### src/rtl/run_pattern_tx.sv
// rtl/run_pattern_tx.sv - serial run-length pattern transmitter with two-ones hit counter
//
// Each accepted command emits io_cmd_ones 1-bits followed by io_cmd_zeros 0-bits,
// one bit per clock. A shadow two-consecutive-ones detector watches io_out and
// keeps a saturating hit count.
//
// Ports:
//   clock, reset        single clock, synchronous active-high reset
//   io_cmd_valid/ready  command handshake (accepted when both high at posedge)
//   io_cmd_ones/zeros   run lengths of the command
//   io_clear            synchronous clear of io_hits (wins over a hit)
//   io_out              serial bit, 0 when not emitting
//   io_out_valid        io_out carries a command bit
//   io_busy             a command is being emitted
//   io_hits             saturating count of detector hits

module run_pattern_tx #(
  parameter int CNT_W = 4,
  parameter int HIT_W = 8
) (
  input  logic             clock,
  input  logic             reset,
  input  logic             io_cmd_valid,
  output logic             io_cmd_ready,
  input  logic [CNT_W-1:0] io_cmd_ones,
  input  logic [CNT_W-1:0] io_cmd_zeros,
  input  logic             io_clear,
  output logic             io_out,
  output logic             io_out_valid,
  output logic             io_busy,
  output logic [HIT_W-1:0] io_hits
);

  typedef enum logic [1:0] {
    IDLE  = 2'd0,
    ONES  = 2'd1,
    ZEROS = 2'd2
  } state_t;

  state_t           state_q, state_d;
  logic [CNT_W-1:0] remaining_q, remaining_d;
  logic [CNT_W-1:0] zeros_q, zeros_d;
  logic [1:0]       run_q;
  logic [HIT_W-1:0] hits_q;

  logic rem_one;
  logic last_bit;
  logic accept;
  logic hit;

  assign rem_one  = (remaining_q == CNT_W'(1));
  // Last bit of the current command: a new command may be taken here so
  // its first bit follows without a gap.
  assign last_bit = ((state_q == ONES) && rem_one && (zeros_q == '0)) ||
                    ((state_q == ZEROS) && rem_one);

  assign io_cmd_ready = (state_q == IDLE) || last_bit;
  assign accept       = io_cmd_valid && io_cmd_ready;

  assign io_out       = (state_q == ONES);
  assign io_out_valid = (state_q == ONES) || (state_q == ZEROS);
  assign io_busy      = io_out_valid;
  assign io_hits      = hits_q;

  // A hit is a 1 bit arriving while the previous bit was also a 1.
  assign hit = io_out && (run_q != 2'd0);

  always_ff @(posedge clock) begin
    if (reset) begin
      state_q     <= IDLE;
      remaining_q <= '0;
      zeros_q     <= '0;
    end else begin
      state_q     <= state_d;
      remaining_q <= remaining_d;
      zeros_q     <= zeros_d;
    end
  end

  always_comb begin
    state_d     = state_q;
    remaining_d = remaining_q;
    zeros_d     = zeros_q;

    case (state_q)
      ONES: begin
        if (!rem_one) begin
          remaining_d = remaining_q - CNT_W'(1);
        end else if (zeros_q != '0) begin
          state_d     = ZEROS;
          remaining_d = zeros_q;
          zeros_d     = '0;
        end else begin
          state_d     = IDLE;
          remaining_d = '0;
        end
      end
      ZEROS: begin
        if (!rem_one) begin
          remaining_d = remaining_q - CNT_W'(1);
        end else begin
          state_d     = IDLE;
          remaining_d = '0;
        end
      end
      default: begin
        state_d     = IDLE;
        remaining_d = '0;
        zeros_d     = '0;
      end
    endcase

    // Accept overrides the end-of-command fallthrough; ready only rises in
    // IDLE or on the last bit, so nothing in flight is lost.
    if (accept) begin
      if (io_cmd_ones != '0) begin
        state_d     = ONES;
        remaining_d = io_cmd_ones;
        zeros_d     = io_cmd_zeros;
      end else if (io_cmd_zeros != '0) begin
        state_d     = ZEROS;
        remaining_d = io_cmd_zeros;
        zeros_d     = '0;
      end else begin
        state_d     = IDLE;
        remaining_d = '0;
        zeros_d     = '0;
      end
    end
  end

  // Shadow detector: run counts consecutive ones, saturating at 2.
  // Idle cycles present io_out=0 and so break the run.
  always_ff @(posedge clock) begin
    if (reset) begin
      run_q <= 2'd0;
    end else if (io_out) begin
      run_q <= run_q[1] ? 2'd2 : run_q + 2'd1;
    end else begin
      run_q <= 2'd0;
    end
  end

  always_ff @(posedge clock) begin
    if (reset || io_clear) begin
      hits_q <= '0;
    end else if (hit && !(&hits_q)) begin
      hits_q <= hits_q + HIT_W'(1);
    end
  end

endmodule

### config.mk
export PLATFORM = sky130hd
export DESIGN_NAME = run_pattern_tx
export DESIGN_NICKNAME = d
export VERILOG_FILES = /design/src/rtl/run_pattern_tx.sv
export SDC_FILE = /design/constraint.sdc
export NUM_CORES = 1
export LEC_CHECK = 0
export ABC_AREA = 0
export CAP_MARGIN = 10
export CELL_PAD_IN_SITES_DETAIL_PLACEMENT = 1
export CELL_PAD_IN_SITES_GLOBAL_PLACEMENT = 1
export CORE_ASPECT_RATIO = 1.2
export CORE_MARGIN = 3
export CORE_UTILIZATION = 41
export DETAILED_ROUTE_END_ITERATION = 10
export PLACE_DENSITY = 0.93
export SLEW_MARGIN = 20
export SYNTH_ARGS = -nofsm -noshare
export SYNTH_HDL_FRONTEND = slang
export SYNTH_SLANG_ARGS = --single-unit
export TNS_END_PERCENT = 100
### constraint.sdc
create_clock -name clock -period 3.1 [get_ports clock]
set_input_delay 0.31 -clock clock [delete_from_list [all_inputs] [get_ports clock]]
set_output_delay 0.31 -clock clock [all_outputs]
set_load 0.005 [all_outputs]
; ---- Yosys cells after proc, flatten, opt, wreduce, memory -nomap -nowiden
; Cells that the tools add are included.
[word_totals]
register_bits = 20
latchBits = 0
ram_bits = 0
rom_bits = 0
mem_count = 0
[classes]
n_addsub = 3
mul = 0
div = 0
order_cmp = 0
n_eq_ne = 7
n_shift = 0
mux = 20
n_bitwise = 1
reduce_logical = 22
[ops]
columns = op, n
row1 = $mux W4, 10
row2 = $pmux W4 S2, 2
row3 = $mux W2, 7
row4 = $reduce_bool A4 Y1, 3
row5 = $add A8 B1 Y8 const B, 1
row6 = $reduce_and A8 Y1, 1
row7 = $logic_and A1 B1 Y1, 6
row8 = $ne A3 B1 Y1 const B, 2
row9 = $eq A4 B1 Y1 const B, 1
row10 = $logic_not A4 Y1, 1
row11 = $logic_or A1 B1 Y1, 4
row12 = $pmux W2 S2, 1
row13 = $sub A4 B1 Y4 const B, 1
row14 = $ne A3 B3 Y1 const B, 1
row15 = $reduce_and A3 Y1, 1
row16 = $reduce_or A3 Y1, 1
row17 = $add A2 B1 Y2 const B, 1
row18 = $eq A2 B1 Y1 const B, 1
row19 = $eq A2 B2 Y1 const B, 1
row20 = $logic_not A2 Y1, 1
row21 = $ne A2 B2 Y1 const B, 1
row22 = $reduce_and A2 Y1, 1
row23 = $reduce_bool A2 Y1, 1
row24 = $reduce_or A2 Y1, 1
row25 = other kinds (2), 2

; ---- Logic depth before layout (Yosys ltp)
; Gate-level depths: netlist of the first run.
[logic_depth]
ltp_word = 8
depth_mapped = 7
depth_no_buf = 6

; ---- Worst setup path before layout of the first run
; OpenSTA, ideal clock, no wires.
[synth_timing]
kind = flip-flop to flip-flop
start = register remaining_q[0]
end = register state_q[1]
setup_ns = 0.100
arrival_time_ns = 1.712
required_ns = 3.000
path_slack_ns = 1.288
stages_incl_launch_ff = 6
synth_period_minus_slack_ns = 1.812
path_cell_list = dfxtp_1 > ha_1 > or4bb_1 > o211ai_4 > a221oi_2 > a2111oi_4
[synth_between]
elab_chain_len = 8
[synth_rtl]
columns = element, line_no
row1 = "start, declared", 41  ; logic [CNT_W-1:0] remaining_q, remaining_d;
row2 = "start signal, assigned", 75  ; remaining_q <= remaining_d;
row3 = $eq A4 B1 Y1 *, 51  ; assign rem_one = (remaining_q == CNT_W'(1));
row4 = $logic_and A1 B1 Y1 (2 in series), 54  ; assign last_bit = ((state_q == ONES) && rem_one && (zeros_q == '0)) ||
row5 = $logic_or A1 B1 Y1 *, 54
row6 = $logic_or A1 B1 Y1 *, 57  ; assign io_cmd_ready = (state_q == IDLE) || last_bit;
row7 = net io_cmd_ready, 24  ; output logic io_cmd_ready,
row8 = $logic_and A1 B1 Y1 *, 58  ; assign accept = io_cmd_valid && io_cmd_ready;
row9 = $ne A3 B3 Y1 (no line) or $ne A3 B1 Y1 (tied branches), --
row10 = $reduce_and A2 Y1 (no line), --
row11 = "end signal, assigned", 74  ; state_q <= state_d;
row12 = "end, declared", 40  ; state_t state_q, state_d;
; Mark *: on every way through the listed nets, which the timed path passes. The rest lies on a longest branch.
; A chain may end at the register's enable or synchronous reset.

; ---- Worst setup path in the final report of the first run
[layout_timing]
start = register remaining_q[0]
end = output io_cmd_ready
[layout_between]
elab_chain_len = 5
[layout_rtl]
columns = element, line_no
row1 = $eq A4 B1 Y1 *, 51
row2 = $logic_and A1 B1 Y1 (2 in series), 54
row3 = $logic_or A1 B1 Y1 *, 54
row4 = $logic_or A1 B1 Y1 *, 57
row5 = "end, declared", 24
; Mark *: on every way between the ends. The rest lies on a longest branch, timed or not.

==> flow_summary.yaml, run 1 <==
timing:
  worst_case_headroom_to_the_max_slew_limit_pct: 55.1
  achievable-frequency_mhz: 374
  timing_worst_slew_pin_value_ns: 0.667
  setup_tns_ns: 0
  rsz0062_at_grt: "false"
  hold_slack_ns: 0.480
  clock-skew-final_ns: 0.00892
  finalWorstPathRequiredPeriod_ns: 2.67
  report.final.slew_viol_count: 0
  report.final.setup_viol: 0
  min_period_over_period_pct: 86.2
  hold_violations: 0
clock_network:
  cts_post_setup_buffers_inserted: 0
  cts_inserted_buffers: 3
  count_of_hold_fix_buffers_inserted_at_cts: 0
  clock_tree.buffer_depth: 2
  cts.reportedPaths.clkPinSlew_ns: 0.11
  clock_root_buffer: "clkbuf_4"
  tritoncts: "done"
  cts.htree.levels: 1
  cts_sinks: 20
  post_cts_sizing: 0
  worst_skew_pair.late_latency_ns: 0.31
synth:
  synth.net_count: 152
  post_synth_xor_area_fraction_pct: 4.29
  synth_fa_ha_area_share_pct: 6.13
  yosysTopAreaCellShare_pct: 32.7
  synth-compound-area-share_pct: 26.1
  netlist_instances: 134
  ys_seq_area_share_pct: 32.7
  yosys_most_used_dff: "dfxtp_1"
  synth_async_sr_flop_share_pct: 0
  post_synth_num_cell_types: 50
  synth.top_cells.by_count: "dfxtp_1, nor2_1, inv_1"
  synth_most_common_cell: "dfxtp_1"
  synth-edff-count: 0
  combinational_family_with_the_most_area_after_synthesis: "compound AO/OA/AOI/OAI gates"
  synth_warnings: 0
  synth.top_cells.by_area: "dfxtp_1, ha_1, nor2_1"
  synth_top_cell_by_area: "dfxtp_1"
  syn_area_per_cell_um2: 9.13
  muxShareOfSynthArea_pct: 1.74
  syn_area_mm2: 0.00122
  post_synth_and_or_nand_nor_area_fraction_pct: 22.5
  ffs_latches_synth: 20
grt:
  global_route_usage_over_all_layers_pct: 18.2
  global_route.overflow_total: 0
  grt_pass1_wl_um: 5280
  grt_pass1_vias: 1190
  grt_start_max_net_pins: 13
  initial_antenna_violation_count: 0
pwr:
  worst_ir_drop_vdd_mv: 0.306
  power_mw: 0.675
  total_leakage_power_nw: 0.511
  cellPowerDensity_mw_per_mm2: 449
place:
  dp.final_hpwl_um: 2480
  io_buffer_count: 23
  gp_congestion: 0.845
critical_path:
  critPathRequiredTime_ns: 2.79
  cp_top_family: "simple AND/OR/NAND/NOR gates"
  crit_fanout: 10
  criticalPathCategory: "reg2out"
  critical_path.startpoint_type: "flop"
  worstPathBufferInverterCount: 1
  r2r_setup_slack_ns: 1.10
  cp_slowest_cell: "or4bb_1"
  critical-path-max-stage-delay_ns: 0.57
  endpoint_kind_of_the_worst_setup_timing_path: "primary output"
  cp.arrival_ns: 2.36
  critical_path.cell_chain: "ha_1 > or4bb_1 > o211ai_4 > clkdlybuf4s50_1"
routing:
  number_of_nets_with_antenna_violations_after_routing: 0
  routed-via-count: 1130
  wl_um: 3110
  detailedRoute.firstIterationViolations: 31
  drt-pass1-iter-count: 4
  wl_per_cell_um: 16.3
  drc_errors: 0
  avgViaCountPerCell: 5.92
layout:
  drive_gt1_share_pct: 11.5
  design.final.nets: 176
  area_growth_syn_to_layout_pct: 22.7
  antenna_cells_inserted: 0
  core_utilization_of_the_finished_layout_pct: 53.4
die:
  core_region_area_mm2: 0.00281
  fp.dieArea_mm2: 0.00368
  placement_rows: 21
  die_y_um: 65.8
  die-width_um: 55.9
  design.portCount: 24
  effective_utilization_at_floorplan_pct: 43.5
min_path:
  min_path_type: "reg2reg"
outcome:
  outcome: "finished clean"
flow_run:
  maxCapViolCount: 0
## layout by cell type (no fill, tap or decap), types with 2 or more instances in the layout
cell / n
a22o_1: 3
nor4_1: 2
o21ai_0: 3
inv_1: 11
o32ai_1: 2
a22oi_1: 2
xnor2_1: 6
and3_1: 3
dfxtp_1: 20
nor3_1: 4
nor2_1: 17
nand3_1: 3
a31o_2: 2
nand2_1: 3
clkdlybuf4s50_1: 23
a31oi_1: 2
ha_1: 6
a21oi_1: 7
a211oi_1: 5
clkbuf_4: 3
## path summary, 6_finish.rpt
kind | cells after the start | startpoint | end
worst max-delay path | 4 | remaining_q[0] | io_cmd_ready
worst max register to register | 5 | remaining_q[0] | state_q[1]
worst min register to register | 1 | run_q[1] | run_q[0]
worst min-delay path | 1 | run_q[1] | run_q[0]
## power by group
| group | total [mW] | switching [mW] | internal (mW) |
|---|---|---|---|
| registers | 0.290 | 0.0170 | 0.273 |
| clock network | 0.154 | 0.0818 | 0.0718 |
| logic | 0.231 | 0.121 | 0.110 |
## sequential cells by signal (all words and copies together), names as in the netlist
register,flops
io_hits,8
zeros_q,4
run_q,2
remaining_q,4
state_q,2
## cell families (layout without fill, tap and decap cells)
kind of cell             count (synthesis)  count (layout)
AO/OA/AOI/OAI                           38              38
multiplexers                             2               2
XOR/XNOR                                 6               6
adder cells (fa/ha/maj)                  6               6
AND/OR/NAND/NOR                         46              46
buffers and inverters                   16              39
flip-flops                              20              20
## layout make-up
class	instances	area, um^2
inverters	11	41.3
well taps	34	42.5
clock buffers	4	36.3
multi-input cells	98	743
fillers	324	1310
repair buffers	24	238
flip-flops and latches	20	400
## layer usage
layer / track usage, % / part of all wire, % / wire length, um
met1: 18.7 / 42 / 1300
met2: 34.0 / 51 / 1600
met3: 3.91 / 3.8 / 118
met4: 10.7 / 2.9 / 91
met5: 0 / 0 / 0
## stage by stage
step | setup slack [ns] | area, um^2 | std cells
4_1_cts | 0.444 | 1500 | 191
3_5_place_dp | 0.816 | 1470 | 187
5_1_grt | 0.321 | 1500 | 191
6_report | 0.429 | 1500 | 191
3_3_place_gp | 0.876 | 1470 | 187
2_1_floorplan | 1.29 | 1220 | 134
(Power assumes the default switching activity.)
==> inputs of run 2 (changes only) <==
Settings changed: CORE_MARGIN 3 to default.
==> run 2 against run 1 <==
  * Sequential share of layout area shrank 0.29 points
  * Power grew 10%
  * Flip-flop and latch count is the same
  * Routed wire length grew 4.2%
  * Combinational power is essentially flat
==> flow_summary.yaml, run 2 (same netlist as run 1, synthesis figures left out) <==
timing:
  finalWorstPathRequiredPeriod_ns: 2.64
  worst_case_headroom_to_the_max_slew_limit_pct: 56.6
  achievable-frequency_mhz: 379
  hold_violations: 0
  report.final.slew_viol_count: 0
  report.final.setup_viol: 0
  timing_worst_slew_pin_value_ns: 0.645
  rsz0062_at_grt: "false"
  clock-skew-final_ns: 0.0137
  setup_tns_ns: 0
  min_period_over_period_pct: 85.0
pwr:
  p_sw_mw: 0.230
  total_leakage_power_nw: 0.518
  portion_of_total_power_attributed_to_sequential_cells_pct: 38.9
  power_mw: 0.745
  power_switching_share_pct: 30.9
  cellPowerDensity_mw_per_mm2: 491
  clock_power_share_pct: 29.6
  worst_ir_drop_vdd_mv: 0.328
  internal_power_mw: 0.514
  p_comb_share_pct: 31.4
clock_network:
  cts_sinks: 20
  cts_post_setup_buffers_inserted: 0
  worst_skew_pair.late_latency_ns: 0.32
  tritoncts: "done"
  post_cts_sizing: 0
  clock_root_buffer: "clkbuf_4"
  cts.htree.levels: 1
  count_of_hold_fix_buffers_inserted_at_cts: 0
  clock_tree.buffer_depth: 2
  cts_inserted_buffers: 3
  cts.reportedPaths.clkPinSlew_ns: 0.13
critical_path:
  criticalPathCategory: "reg2out"
  cp.arrival_ns: 2.33
  endpoint_kind_of_the_worst_setup_timing_path: "primary output"
  critPathRequiredTime_ns: 2.79
  critical_path.startpoint_type: "flop"
  crit_fanout: 10
place:
  dp.final_hpwl_um: 2430
  io_buffer_count: 23
  gp_congestion: 0.888
die:
  fp.dieArea_mm2: 0.00321
  die-width_um: 51.9
  placement_rows: 21
  design.portCount: 24
  core_region_area_mm2: 0.00281
  die_y_um: 61.8
  effective_utilization_at_floorplan_pct: 43.5
layout:
  drive_gt1_share_pct: 11.5
  max_ffs_per_register: 8
  antenna_cells_inserted: 0
  final_common_cell: "clkdlybuf4s50_1"
  fillerInstances: 321
  area_growth_syn_to_layout_pct: 24.0
  layout.cells.most_common_list: "clkdlybuf4s50_1, dfxtp_1, nor2_1"
  design.final.nets: 176
outcome:
  outcome: "finished clean"
grt:
  initial_antenna_violation_count: 0
  global_route.overflow_total: 0
  grt_pass1_wl_um: 5460
  grt_start_max_net_pins: 13
  grt_pass1_vias: 1132
  global_route_usage_over_all_layers_pct: 23.2
min_path:
  min_path_type: "reg2reg"
routing:
  routed-via-count: 1139
  drc_errors: 0
  number_of_nets_with_antenna_violations_after_routing: 0
  drt-pass1-iter-count: 4
  wl_per_cell_um: 17.0
  wl_um: 3240
  avgViaCountPerCell: 5.96
  detailedRoute.firstIterationViolations: 26
flow_run:
  maxCapViolCount: 0
-- run 2: changes by cell type in the layout (fill, tap and decap cells not counted), sizes merged --
| cell | previous run | this run |
|---|---|---|
| clkbuf | 4 | 3 |
| bufinv | 0 | 1 |
-- run 2: worst paths after layout --
kind / from / to / slack [ns] / depth (start not counted)
worst max-delay path: remaining_q[0] / io_cmd_ready / 0.46 / 4
worst min-delay path: run_q[1] / run_q[0] / 0.50 / 1
worst max register to register: remaining_q[0] / state_q[1] / 1.11 / 5
worst min register to register: run_q[1] / run_q[0] / 0.50 / 1
-- run 2: power groups by stage --
stage	registers [mW]	logic (mW)	clock network [mW]
global placement	0.294	0.218	0
detailed placement	0.296	0.227	0
finish	0.290	0.234	0.220
floorplan	0.291	0.158	0
global route	0.293	0.254	0.240
CTS	0.290	0.233	0.223
-- run 2: final cells by class --
class / count / area [um^2] / share of cell area [%]
sequential: 20 / 400 / 26.4
timing repair buffer: 24 / 238 / 15.7
clock buffer: 3 / 22.5 / 1.48
inverter: 11 / 41.3 / 2.72
tap: 34 / 42.5 / 2.80
clock inverter: 1 / 30.0 / 1.98
multi-input combinational: 98 / 743 / 49.0
-- run 2: metal layers --
layer | part of all wire [%] | global-route usage [%] | up-vias | routed length (um)
li1 | - | - | 550 | -
met1 | 43 | 28.5 | 544 | 1410
met2 | 50 | 40.1 | 34 | 1630
met3 | 3.2 | 2.92 | 11 | 105
met4 | 3.1 | 11.2 | 0 | 102
met5 | 0 | 0 | - | 0
-- run 2: stage by stage --
stage	instances	util, %	setup WS, ns	cell area, um^2	hold WS (ns)
4_1_cts	191	54.0	0.452	1520	0.508
5_1_grt	191	54.0	0.331	1520	0.519
3_5_place_dp	187	52.1	0.816	1470	0.489
3_3_place_gp	187	52.1	0.882	1470	0.464
2_1_floorplan	134	-	1.29	1220	0.435
6_report	191	54.0	0.464	1520	0.504
-- run 2: critical path, stage by stage (launching register included) --
cell,delay (ns)
dfxtp_1,0.43
ha_1,0.27
or4bb_1,0.56
o211ai_4,0.19
clkdlybuf4s50_1,0.57
